`src/rtl/scanline_pos_ctrl.sv`:
```
// scanline_pos_ctrl: per-frame shadowed scanline controls and per-line relative position tracking.
// Frame start (VSYNC fall) latches config; each DE fall advances the fixed-point line phase.
module scanline_pos_ctrl (
    input  logic        VCLK_i,
    input  logic        nVRST_i,
    input  logic        HSYNC_i,
    input  logic        VSYNC_i,
    input  logic        DE_i,
    input  logic        sl_en_cfg_i,
    input  logic [7:0]  sl_pos_inc_i,
    input  logic [7:0]  sl_pos_ofs_i,
    input  logic        sl_thickness_cfg_i,
    input  logic [1:0]  sl_profile_cfg_i,
    input  logic [7:0]  sl_strength_cfg_i,
    input  logic [4:0]  sl_bloom_cfg_i,
    output logic        sl_en_o,
    output logic        sl_thickness_o,
    output logic [1:0]  sl_profile_o,
    output logic [7:0]  sl_strength_o,
    output logic [4:0]  sl_bloom_o,
    output logic [7:0]  sl_rel_pos_o,
    output logic [10:0] line_cnt_o
);
    typedef enum logic [1:0] {IDLE, ARMED, RUN} state_t;

    state_t      state_q, state_d;
    logic        de_q, vs_q;
    logic        en_sh_q, thick_sh_q;
    logic [1:0]  prof_sh_q;
    logic [4:0]  bloom_sh_q;
    logic [7:0]  inc_sh_q, ofs_sh_q, str_sh_q;
    logic [7:0]  acc_q, acc_d;
    logic [10:0] cnt_q, cnt_d;
    logic [7:0]  rel_q;
    logic        en_q;
    logic [10:0] cnt_out_q;
    logic        fall_de, fall_vs, step;
    logic        unused_hsync;

    assign unused_hsync = HSYNC_i;
    assign fall_de = de_q & ~DE_i;
    assign fall_vs = vs_q & ~VSYNC_i;
    // A coincident VSYNC fall swallows the DE fall
    assign step = fall_de & ~fall_vs & (state_q != IDLE);

    always_comb begin
        state_d = fall_vs ? ARMED : (fall_de && state_q == ARMED) ? RUN : state_q;
        acc_d   = fall_vs ? 8'd0 : step ? acc_q + inc_sh_q : acc_q;
        cnt_d   = fall_vs ? 11'd0 : (step && cnt_q != 11'd2047) ? cnt_q + 11'd1 : cnt_q;
    end

    always_ff @(posedge VCLK_i or negedge nVRST_i) begin
        if (!nVRST_i) begin
            state_q    <= IDLE;
            de_q       <= 1'b0;
            vs_q       <= 1'b0;
            en_sh_q    <= 1'b0;
            thick_sh_q <= 1'b0;
            prof_sh_q  <= '0;
            bloom_sh_q <= '0;
            inc_sh_q   <= '0;
            ofs_sh_q   <= '0;
            str_sh_q   <= '0;
            acc_q      <= '0;
            cnt_q      <= '0;
            rel_q      <= '0;
            en_q       <= 1'b0;
            cnt_out_q  <= '0;
        end else begin
            state_q   <= state_d;
            de_q      <= DE_i;
            vs_q      <= VSYNC_i;
            acc_q     <= acc_d;
            cnt_q     <= cnt_d;
            rel_q     <= acc_q + ofs_sh_q;
            en_q      <= en_sh_q && state_q != IDLE && inc_sh_q != 8'd0;
            cnt_out_q <= cnt_q;
            if (fall_vs) begin
                en_sh_q    <= sl_en_cfg_i;
                thick_sh_q <= sl_thickness_cfg_i;
                prof_sh_q  <= sl_profile_cfg_i;
                bloom_sh_q <= sl_bloom_cfg_i;
                inc_sh_q   <= sl_pos_inc_i;
                ofs_sh_q   <= sl_pos_ofs_i;
                str_sh_q   <= sl_strength_cfg_i;
            end
        end
    end

    assign sl_en_o        = en_q;
    assign sl_thickness_o = thick_sh_q;
    assign sl_profile_o   = prof_sh_q;
    assign sl_strength_o  = str_sh_q;
    assign sl_bloom_o     = bloom_sh_q;
    assign sl_rel_pos_o   = rel_q;
    assign line_cnt_o     = cnt_out_q;
endmodule

```
`config.mk`:
```
export PLATFORM = sky130hd
export DESIGN_NAME = scanline_pos_ctrl
export DESIGN_NICKNAME = d
export VERILOG_FILES = /design/src/rtl/scanline_pos_ctrl.sv
export SDC_FILE = /design/constraint.sdc
export NUM_CORES = 1
export LEC_CHECK = 0
export BUFFER_PORTS_ARGS = -buffer_cell sky130_fd_sc_hd__buf_2
export CORE_AREA = 5 5 85 87
export CTS_BUF_LIST = sky130_fd_sc_hd__clkbuf_16
export DETAILED_ROUTE_END_ITERATION = 8
export DIE_AREA = 0 0 90 92
export GPL_ROUTABILITY_DRIVEN = 0
export PLACE_DENSITY_LB_ADDON = 0.3
export SLEW_MARGIN = 5
export SYNTH_ARGS = -nofsm -noshare
export SYNTH_HDL_FRONTEND = slang
export SYNTH_SLANG_ARGS = --single-unit
```
`constraint.sdc`:
```
create_clock -name VCLK_i -period 2.4 [get_ports VCLK_i]
set_input_delay 0.12 -clock VCLK_i [delete_from_list [all_inputs] [get_ports VCLK_i]]
set_output_delay 0.12 -clock VCLK_i [all_outputs]
set_load 0.05 [all_outputs]
```
; ---- Word level (Yosys, flattened, before mapping)
; Index checks and enable logic that the tools add are counted.
[totals]
out_inout_bits = 36
ff_bits = 76
[classes]
bitwise = 7
add_sub_neg = 3
muxes = 6
n_eq_ne = 2
reduce_logical = 9
[ops]
columns = op, count
row1 = 2-to-1 mux 11 bit, 2
row2 = adder 8 bit, 2
row3 = 2-to-1 mux 8 bit, 2
row4 = adder 11 x 1 -> 11 bit (second input constant), 1
row5 = inequality test 11 bit (second input constant), 1
row6 = nonzero test 2 bit, 4
row7 = nonzero test 8 bit, 1
row8 = bitwise AND 1 bit, 4
row9 = logical AND 1 bit, 4
row10 = 2-to-1 mux 2 bit, 2
row11 = NOT 1 bit, 3
row12 = equality test 2 x 1 -> 1 bit (second input constant), 1

; ---- Longest topological paths before layout
; Gate-level depths: netlist of the first run.
[depth]
word_depth = 8
depth_mapped = 7
ltp_nobuf = 7

; ---- Least setup slack after synthesis of the first run
; OpenSTA, ideal clock, no wires.
[synth_path]
path_kind = register -> register
startpoint = register inc_sh_q[0]
endpoint = register acc_q[6]
period_less_slack_ns = 2.012
setup_ns = 0.124
t_arrival_ns = 1.888
n_path_buf = 0
setup_slack_ns = 0.388
path_stages_with_launch = 8
cell_sequence = dfrtp_1 -> ha_1 -> fa_1 -> a21o_1 -> a21oi_1 -> a2bb2oi_1 -> nor4_1 -> a211o_1
[synth_via]
elab_chain_len = 3
[synth_rtl]
columns = element, line_no
row1 = start: declaration, 31  ; logic [7:0] inc_sh_q, ofs_sh_q, str_sh_q;
row2 = start signal: assignment, 83  ; inc_sh_q <= sl_pos_inc_i;
row3 = adder 8 bit, 48  ; acc_d = fall_vs ? 8'd0 : step ? acc_q + inc_sh_q : acc_q;
row4 = 2-to-1 mux 8 bit (2 in a row), 48
row5 = end signal: assignment, 64  ; acc_q <= '0;
row6 = end signal: assignment, 73  ; acc_q <= acc_d;
row7 = end: declaration, 32  ; logic [7:0] acc_q, acc_d;
; Every way passes these cells. The select of a mux whose other input is x is not followed.
; A chain may end at the register's enable or synchronous reset.

; ---- Final worst setup path of the first run
; Same ends and word-level chain as after synthesis.

==> metrics.cfg, run 1 <==
[setup_path]
crit_path_end_kind = register
critPathLaunchType = register
critPathKind = reg2reg
arrival_ns = 2.36
required_ns = 2.61
crit_fanout = 3

[power]
intPower_mw = 2.61
p_switching_mw = 1.31
ir_drop_mv = 0.663
power_leakage_nw = 2.29
p_per_area_nw_per_um2 = 894
combPwrFrac_pct = 27.4
clkPwrFrac_pct = 32.3
seq_power_share_pct = 40.3
finalPower_mw = 3.92
sw_frac_of_total_pct = 33.5

[outcome]
status = finished clean

[grt]
track_usage_pct = 18.6
grt_pass1_wl_um = 12500
grt_pass1_vias = 2758
antenna_found_initial = 0
grt_overflow = 0
grt_max_degree = 77

[drt]
drt_iter0_markers = 136
wl_um = 7080
dr_total_vias = 2599
drt-vias-per-instance = 5.01
drc = 0
antenna_left = 0
firstDrtPassIters = 4
wire_per_inst_um = 13.6

[clock_tree]
post_cts_resized = 0
cts_tree = yes
htree_levels = 3
clk_pin_slew_worst_paths_ns = 0.05
cts_root_buf = clkbuf_16
cts_setup_buffers = 0
cts.sinks = 76
clk_latency_ns = 0.32
cts.path.max_buffers = 2
cts-buffers-inserted = 9

[sta]
final_max_slew_viol_count = 0
relSlewSlack_pct = 38.1
setup_viol = 0
setup_ws_ns = 0.246
fmaxAchievable_mhz = 464
finalHoldViolCount = 0
fin_crit_ns = 2.15
period_share_pct = 89.8
fin_tns_setup_ns = 0
rsz0062_at_grt = false
fin_skew_ns = 0.00463
tightest_slew_ns = 0.928
timing.hold.ws_ns = 0.0196

[hold_path]
worstHoldPathType = in2reg

[die]
num_rows = 29
initial_core_util_pct = 53.2
io_pins = 74
die_x_um = 90
core_um2 = 6280
die_area_um2 = 8280
die_h_um = 92

[logic_synthesis]
synthFlopType = dfrtp_1
ys_seq_area_share_pct = 57.0
syn_nets = 385
synth.avg_cell_area_um2 = 10.1
synth.distinct_cells = 42
synthArstFlopShare_pct = 100
synth_warnings = 0
ys_ff_latch = 76
synth_enable_flop_cells = 0
synth_area_um2 = 3340
synthCells = 330

[cells_and_area]
fin_area_um2 = 4380
final_cell_mix = nand2_1, dfrtp_1, buf_2
n_fill_cell = 476
regArea_um2 = 1900
syn_to_final_growth_pct = 31.2
antenna_cells = 0
layout-drive-gt1-share_pct = 21.5
layout_commonest_cell = nand2_1
nNetsFinal = 493
multi_input_area_um2 = 1370

[placed_design]
dpl_worst_slack_ns = 0.240
io_buffers = 72
place_area_um2 = 3760
hpwl_um = 4410

[flow_run]
drv_cap = 0

==> kinds of logic (layout without fill, tap and decap cells) <==
logic type / after synthesis / after routing / synth area share (%)
adder cells (fa/ha/maj): 17 / 17 / 6.82
multiplexers: 2 / 2 / 0.599
XOR/XNOR: 17 / 17 / 4.46
AND/OR/NAND/NOR: 170 / 170 / 22.7
AO/OA/AOI/OAI: 34 / 34 / 6.48
flip-flops: 76 / 76 / 57.0
buffers and inverters: 14 / 126 / 2.02
==> cells in the mapped netlist, drive strengths merged (2+ instances only) <==
library cell	count	area, um2
a211oi	2	15.0
a21o	3	22.5
a21oi	13	65.1
buf	4	30.0
clkbuf	8	30.0
dfrtp	76	1900
fa	2	40.0
ha	15	188
inv	2	7.51
mux2i	2	20.0
nand2	115	432
nand2b	3	18.8
nand3	7	35.0
nor2	22	82.6
nor2b	2	20.0
nor3	5	25.0
nor4	7	71.3
nor4b	2	23.8
o21ai	6	30.0
o41ai	2	17.5
xnor2	14	123
xor2	3	26.3
==> power groups by stage <==
stage	Combinational (mW)	Clock, mW	Sequential [mW]
floorplan	0.412	0	1.96
global placement	1.01	0	1.59
detailed placement	1.03	0	1.60
CTS	1.08	1.30	1.58
global route	1.18	1.37	1.61
finish	1.08	1.27	1.58
==> path summary, 6_finish.rpt <==
path,startpoint,to,slack (ns),cells past startpoint
min in group asynchronous,nVRST_i,sl_strength_o[2]$_DFFE_PN0P_,0.48,2
setup / recovery,inc_sh_q[0]$_DFFE_PN0P_,acc_q[6]$_DFFE_PN0P_,0.25,7
setup reg to reg,inc_sh_q[0]$_DFFE_PN0P_,acc_q[6]$_DFFE_PN0P_,0.25,7
max in group asynchronous,nVRST_i,acc_q[4]$_DFFE_PN0P_,1.32,2
hold reg to reg,cnt_q[10]$_DFFE_PN0P_,line_cnt_o[10]$_DFF_PN0_,0.42,0
hold / removal,sl_pos_ofs_i[7],ofs_sh_q[7]$_DFFE_PN0P_,0.02,3
==> worst max-delay path: stages, from the launching register on <==
cell	delay, ns
dfrtp_1	0.40
ha_1	0.23
fa_1	0.41
a21o_1	0.19
a21oi_1	0.22
a2bb2oi_1	0.24
nor4_1	0.07
a211o_1	0.28
==> state kept, by name, summed over array words and instances, names as in the netlist <==
register        flops
acc_q               8
cnt_q              11
de_q                1
en_sh_q             1
inc_sh_q            8
line_cnt_o         11
ofs_sh_q            8
sl_bloom_o          5
sl_en_o             1
sl_profile_o        2
sl_rel_pos_o        8
sl_strength_o       8
sl_thickness_o      1
state_q             2
vs_q                1
==> stage by stage <==
stage / utilization, % / cells
3_3_place_gp: 59.9 / 470
5_1_grt: 69.8 / 519
3_5_place_dp: 59.9 / 470
4_1_cts: 69.8 / 519
2_1_floorplan: - / 330
6_report: 69.8 / 519
==> final cells by class <==
type | instances | area share, %
Clock buffer | 9 | 5.14
Clock inverter | 6 | 1.28
Inverter | 2 | 0.171
Multi-Input combinational cell | 240 | 31.3
Sequential cell | 76 | 43.4
Tap cell | 77 | 2.20
Timing Repair Buffer | 109 | 16.6
==> routing by layer <==
metal | up-vias | routed length (um) | track usage, % | share of wire (%)
met5 | - | 0 | 0 | 0
met4 | 0 | 159 | 8.81 | 2.2
met3 | 13 | 396 | 5.07 | 5.6
met2 | 59 | 3540 | 31.2 | 50
met1 | 1220 | 2990 | 22.2 | 42
li1 | 1307 | - | - | -
==> repair_timing <==
action,4_1_cts,5_1_grt
hold buffers,34,0
endpoints found under the hold margin,109,0
setup endpoints to repair,0,0
No activity file was read; power rests on OpenSTA's default activity.
==> inputs of run 2 (changes only) <==
--- a/config.mk
+++ b/config.mk
@@ -6,10 +6,10 @@
 export NUM_CORES = 1
 export LEC_CHECK = 0
 export BUFFER_PORTS_ARGS = -buffer_cell sky130_fd_sc_hd__buf_2
-export CORE_AREA = 5 5 85 87
+export CORE_AREA = 5 5 104 106
 export CTS_BUF_LIST = sky130_fd_sc_hd__clkbuf_16
 export DETAILED_ROUTE_END_ITERATION = 8
-export DIE_AREA = 0 0 90 92
+export DIE_AREA = 0 0 109 111
 export GPL_ROUTABILITY_DRIVEN = 0
 export PLACE_DENSITY_LB_ADDON = 0.3
 export SLEW_MARGIN = 5
==> run 2 against run 1 <==
  * Clock skew is 0.0041 ns higher
  * Non-clock buffer count is 1 higher
  * First-iteration DRC count is 12% lower
  * Fmax is 1.5% lower
  * Wire length is 2.5% higher
  * Die area is 46% higher
  * Sequential power hardly changed
  * Register-to-register slack worse by 0.03 ns
  * Clock power hardly changed
  * Utilization is 24 points lower
  * Via count is 1.8% lower
==> metrics.cfg, run 2 (same netlist as run 1, synthesis figures left out) <==
[drt]
drt-vias-per-instance = 4.42  ; was 5.01
antenna_left = 0  ; unchanged
wl_um = 7260  ; was 7080 um
dr_total_vias = 2551  ; was 2599
wire_per_inst_um = 12.6  ; was 13.6 um
firstDrtPassIters = 4  ; unchanged
drc = 0  ; unchanged
drt_iter0_markers = 120  ; was 136

[setup_path]
cp_cell_sequence = ha_1 -> fa_1 -> a21o_1 -> a21oi_1 -> a2bb2oi_1 -> nor4_1 -> a211o_1  ; unchanged
r2r-start = inc_sh_q[0]$_DFFE_PN0P_  ; unchanged
critPathLaunchType = register  ; unchanged
timing.rr.end = acc_q[6]$_DFFE_PN0P_  ; unchanged
critical_path_buf_inv_count = 0  ; unchanged
cp_slowest_cell = fa_1  ; unchanged
crit_path_end_kind = register  ; unchanged
worst_r2r_path_depth = 7  ; unchanged
arrival_ns = 2.40  ; was 2.36 ns
required_ns = 2.61  ; about the same
critical_path.max_stage_delay_ns = 0.41  ; about the same
r2r_slack_ns = 0.21  ; was 0.25 ns
critPathLaunch = inc_sh_q[0]$_DFFE_PN0P_  ; unchanged
crit_fanout = 3  ; unchanged
critPathKind = reg2reg  ; unchanged
cp_top_family = compound AO/OA/AOI/OAI gates  ; unchanged

[sta]
tightest_slew_ns = 0.954  ; was 0.928 ns
fin_skew_ns = 0.00873  ; was 0.00463 ns
finalHoldViolCount = 0  ; unchanged
relSlewSlack_pct = 36.4  ; was 38.1%
fin_tns_setup_ns = 0  ; unchanged
timing.hold.ws_ns = 0.418  ; was 0.0196 ns
final_max_slew_viol_count = 0  ; unchanged
rsz0062_at_grt = false  ; unchanged
period_share_pct = 91.1  ; was 89.8%
fin_crit_ns = 2.19  ; was 2.15 ns
setup_viol = 0  ; unchanged
fmaxAchievable_mhz = 457  ; was 464 MHz

[flow_run]
drv_cap = 0  ; unchanged

[clock_tree]
htree_levels = 3  ; unchanged
cts.path.max_buffers = 2  ; unchanged
clk_latency_ns = 0.33  ; was 0.32 ns
clk_pin_slew_worst_paths_ns = 0.06  ; was 0.05 ns
cts_root_buf = clkbuf_16  ; unchanged
post_cts_resized = 0  ; unchanged
cts.sinks = 76  ; unchanged
cts-buffers-inserted = 9  ; unchanged
cts_tree = yes  ; unchanged

[die]
core_um2 = 9680  ; was 6280 um2
die_h_um = 111  ; was 92 um
initial_core_util_pct = 34.5  ; was 53.2%
die_x_um = 109  ; was 90 um
io_pins = 74  ; unchanged
die_area_um2 = 12100  ; was 8280 um2
num_rows = 36  ; was 29

[cells_and_area]
regArea_um2 = 1900  ; unchanged
layout-drive-gt1-share_pct = 20.9  ; was 21.5%
nNetsFinal = 494  ; was 493
multi_input_area_um2 = 1370  ; unchanged
antenna_cells = 0  ; unchanged
syn_to_final_growth_pct = 33.8  ; was 31.2%
final_cell_mix = nand2_1, dfrtp_1, buf_2  ; unchanged
layout_commonest_cell = nand2_1  ; unchanged
n_fill_cell = 903  ; was 476

[placed_design]
hpwl_um = 4810  ; was 4410 um
io_buffers = 72  ; unchanged

[power]
p_per_area_nw_per_um2 = 880  ; was 894 nW/um2
sw_frac_of_total_pct = 33.6  ; was 33.5%
power_leakage_nw = 2.30  ; was 2.29 nW
ir_drop_mv = 0.354  ; was 0.663 mV
p_switching_mw = 1.32  ; was 1.31 mW
intPower_mw = 2.61  ; about the same
clkPwrFrac_pct = 32.5  ; was 32.3%
combPwrFrac_pct = 27.3  ; was 27.4%
seq_power_share_pct = 40.2  ; was 40.3%

[outcome]
status = finished clean  ; unchanged

[grt]
grt_overflow = 0  ; unchanged
track_usage_pct = 13.3  ; was 18.6%
antenna_found_initial = 0  ; unchanged
grt_pass1_wl_um = 12900  ; was 12500 um
grt_max_degree = 77  ; unchanged
grt_pass1_vias = 2686  ; was 2758

[hold_path]
hold_path_end = line_cnt_o[10]$_DFF_PN0_  ; was ofs_sh_q[7]$_DFFE_PN0P_
min_from = cnt_q[10]$_DFFE_PN0P_  ; was sl_pos_ofs_i[7]
worstHoldPathType = reg2reg  ; was in2reg
hold_depth = 0  ; was 3

## run 2: changes by cell type in the layout (fill, tap and decap cells not counted)
cell	previous run	this run
buf_4	4	3
dlygate4sd3_1	34	36
clkinv_1	1	2
clkinv_2	3	2
inv_1	2	3
## run 2: final cells by class
cell class	instances	share of cell area, %
multi-input combinational	240	30.7
clock buffer	9	5.04
tap	133	3.72
clock inverter	7	1.32
sequential	76	42.6
inverter	2	0.168
timing repair buffer	110	16.5
## run 2: metrics by stage
| step | power [mW] | cells | area, um2 | util (%) | worst slack [ns] |
|---|---|---|---|---|---|
| after global routing | 4.17 | 577 | 4470 | 46.1 | 0.111 |
| final | 3.93 | 577 | 4470 | 46.1 | 0.213 |
| after floorplan | 2.37 | 330 | 3340 | - | 0.388 |
| after CTS | 3.99 | 577 | 4470 | 46.1 | 0.217 |
| after global placement | 2.61 | 525 | 3820 | 39.5 | 0.261 |
| after detailed placement | 2.64 | 525 | 3820 | 39.5 | 0.220 |
## run 2: layer usage
layer	global-route usage [%]	vias up	wire [um]
li1	-	1314	-
met5	0	-	0
met4	4.55	0	85
met3	3.49	6	337
met2	21.5	53	3530
met1	17.1	1178	3310
## run 2: timing repair
item	in CTS	in global routing
setup buffers	0	0
endpoints found under the hold margin	107	0
hold buffers	36	0
## run 2: worst max path at each step
stage	to	slack (ns)	cells past startpoint
floorplan	acc_q[6]$_DFFE_PN0P_	0.39	7
global placement	acc_q[6]$_DFFE_PN0P_	0.26	7
detailed placement	acc_q[6]$_DFFE_PN0P_	0.22	7
CTS	acc_q[6]$_DFFE_PN0P_	0.22	7
global route	acc_q[6]$_DFFE_PN0P_	0.11	7
finish	acc_q[6]$_DFFE_PN0P_	0.21	7
## run 2: power groups by stage
| stage | Sequential [mW] | Combinational [mW] | Clock [mW] |
|---|---|---|---|
| 3_3_place_gp | 1.60 | 1.02 | 0 |
| 3_5_place_dp | 1.60 | 1.04 | 0 |
| 4_1_cts | 1.58 | 1.08 | 1.32 |
| 5_1_grt | 1.61 | 1.18 | 1.38 |
| 6_report | 1.58 | 1.07 | 1.28 |
| 2_1_floorplan | 1.96 | 0.412 | 0 |
## run 2: worst register-to-register path: stages, from the launching register on
cell,delay (ns)
dfrtp_1,0.40
ha_1,0.24
fa_1,0.41
a21o_1,0.19
a21oi_1,0.21
a2bb2oi_1,0.25
nor4_1,0.07
a211o_1,0.30
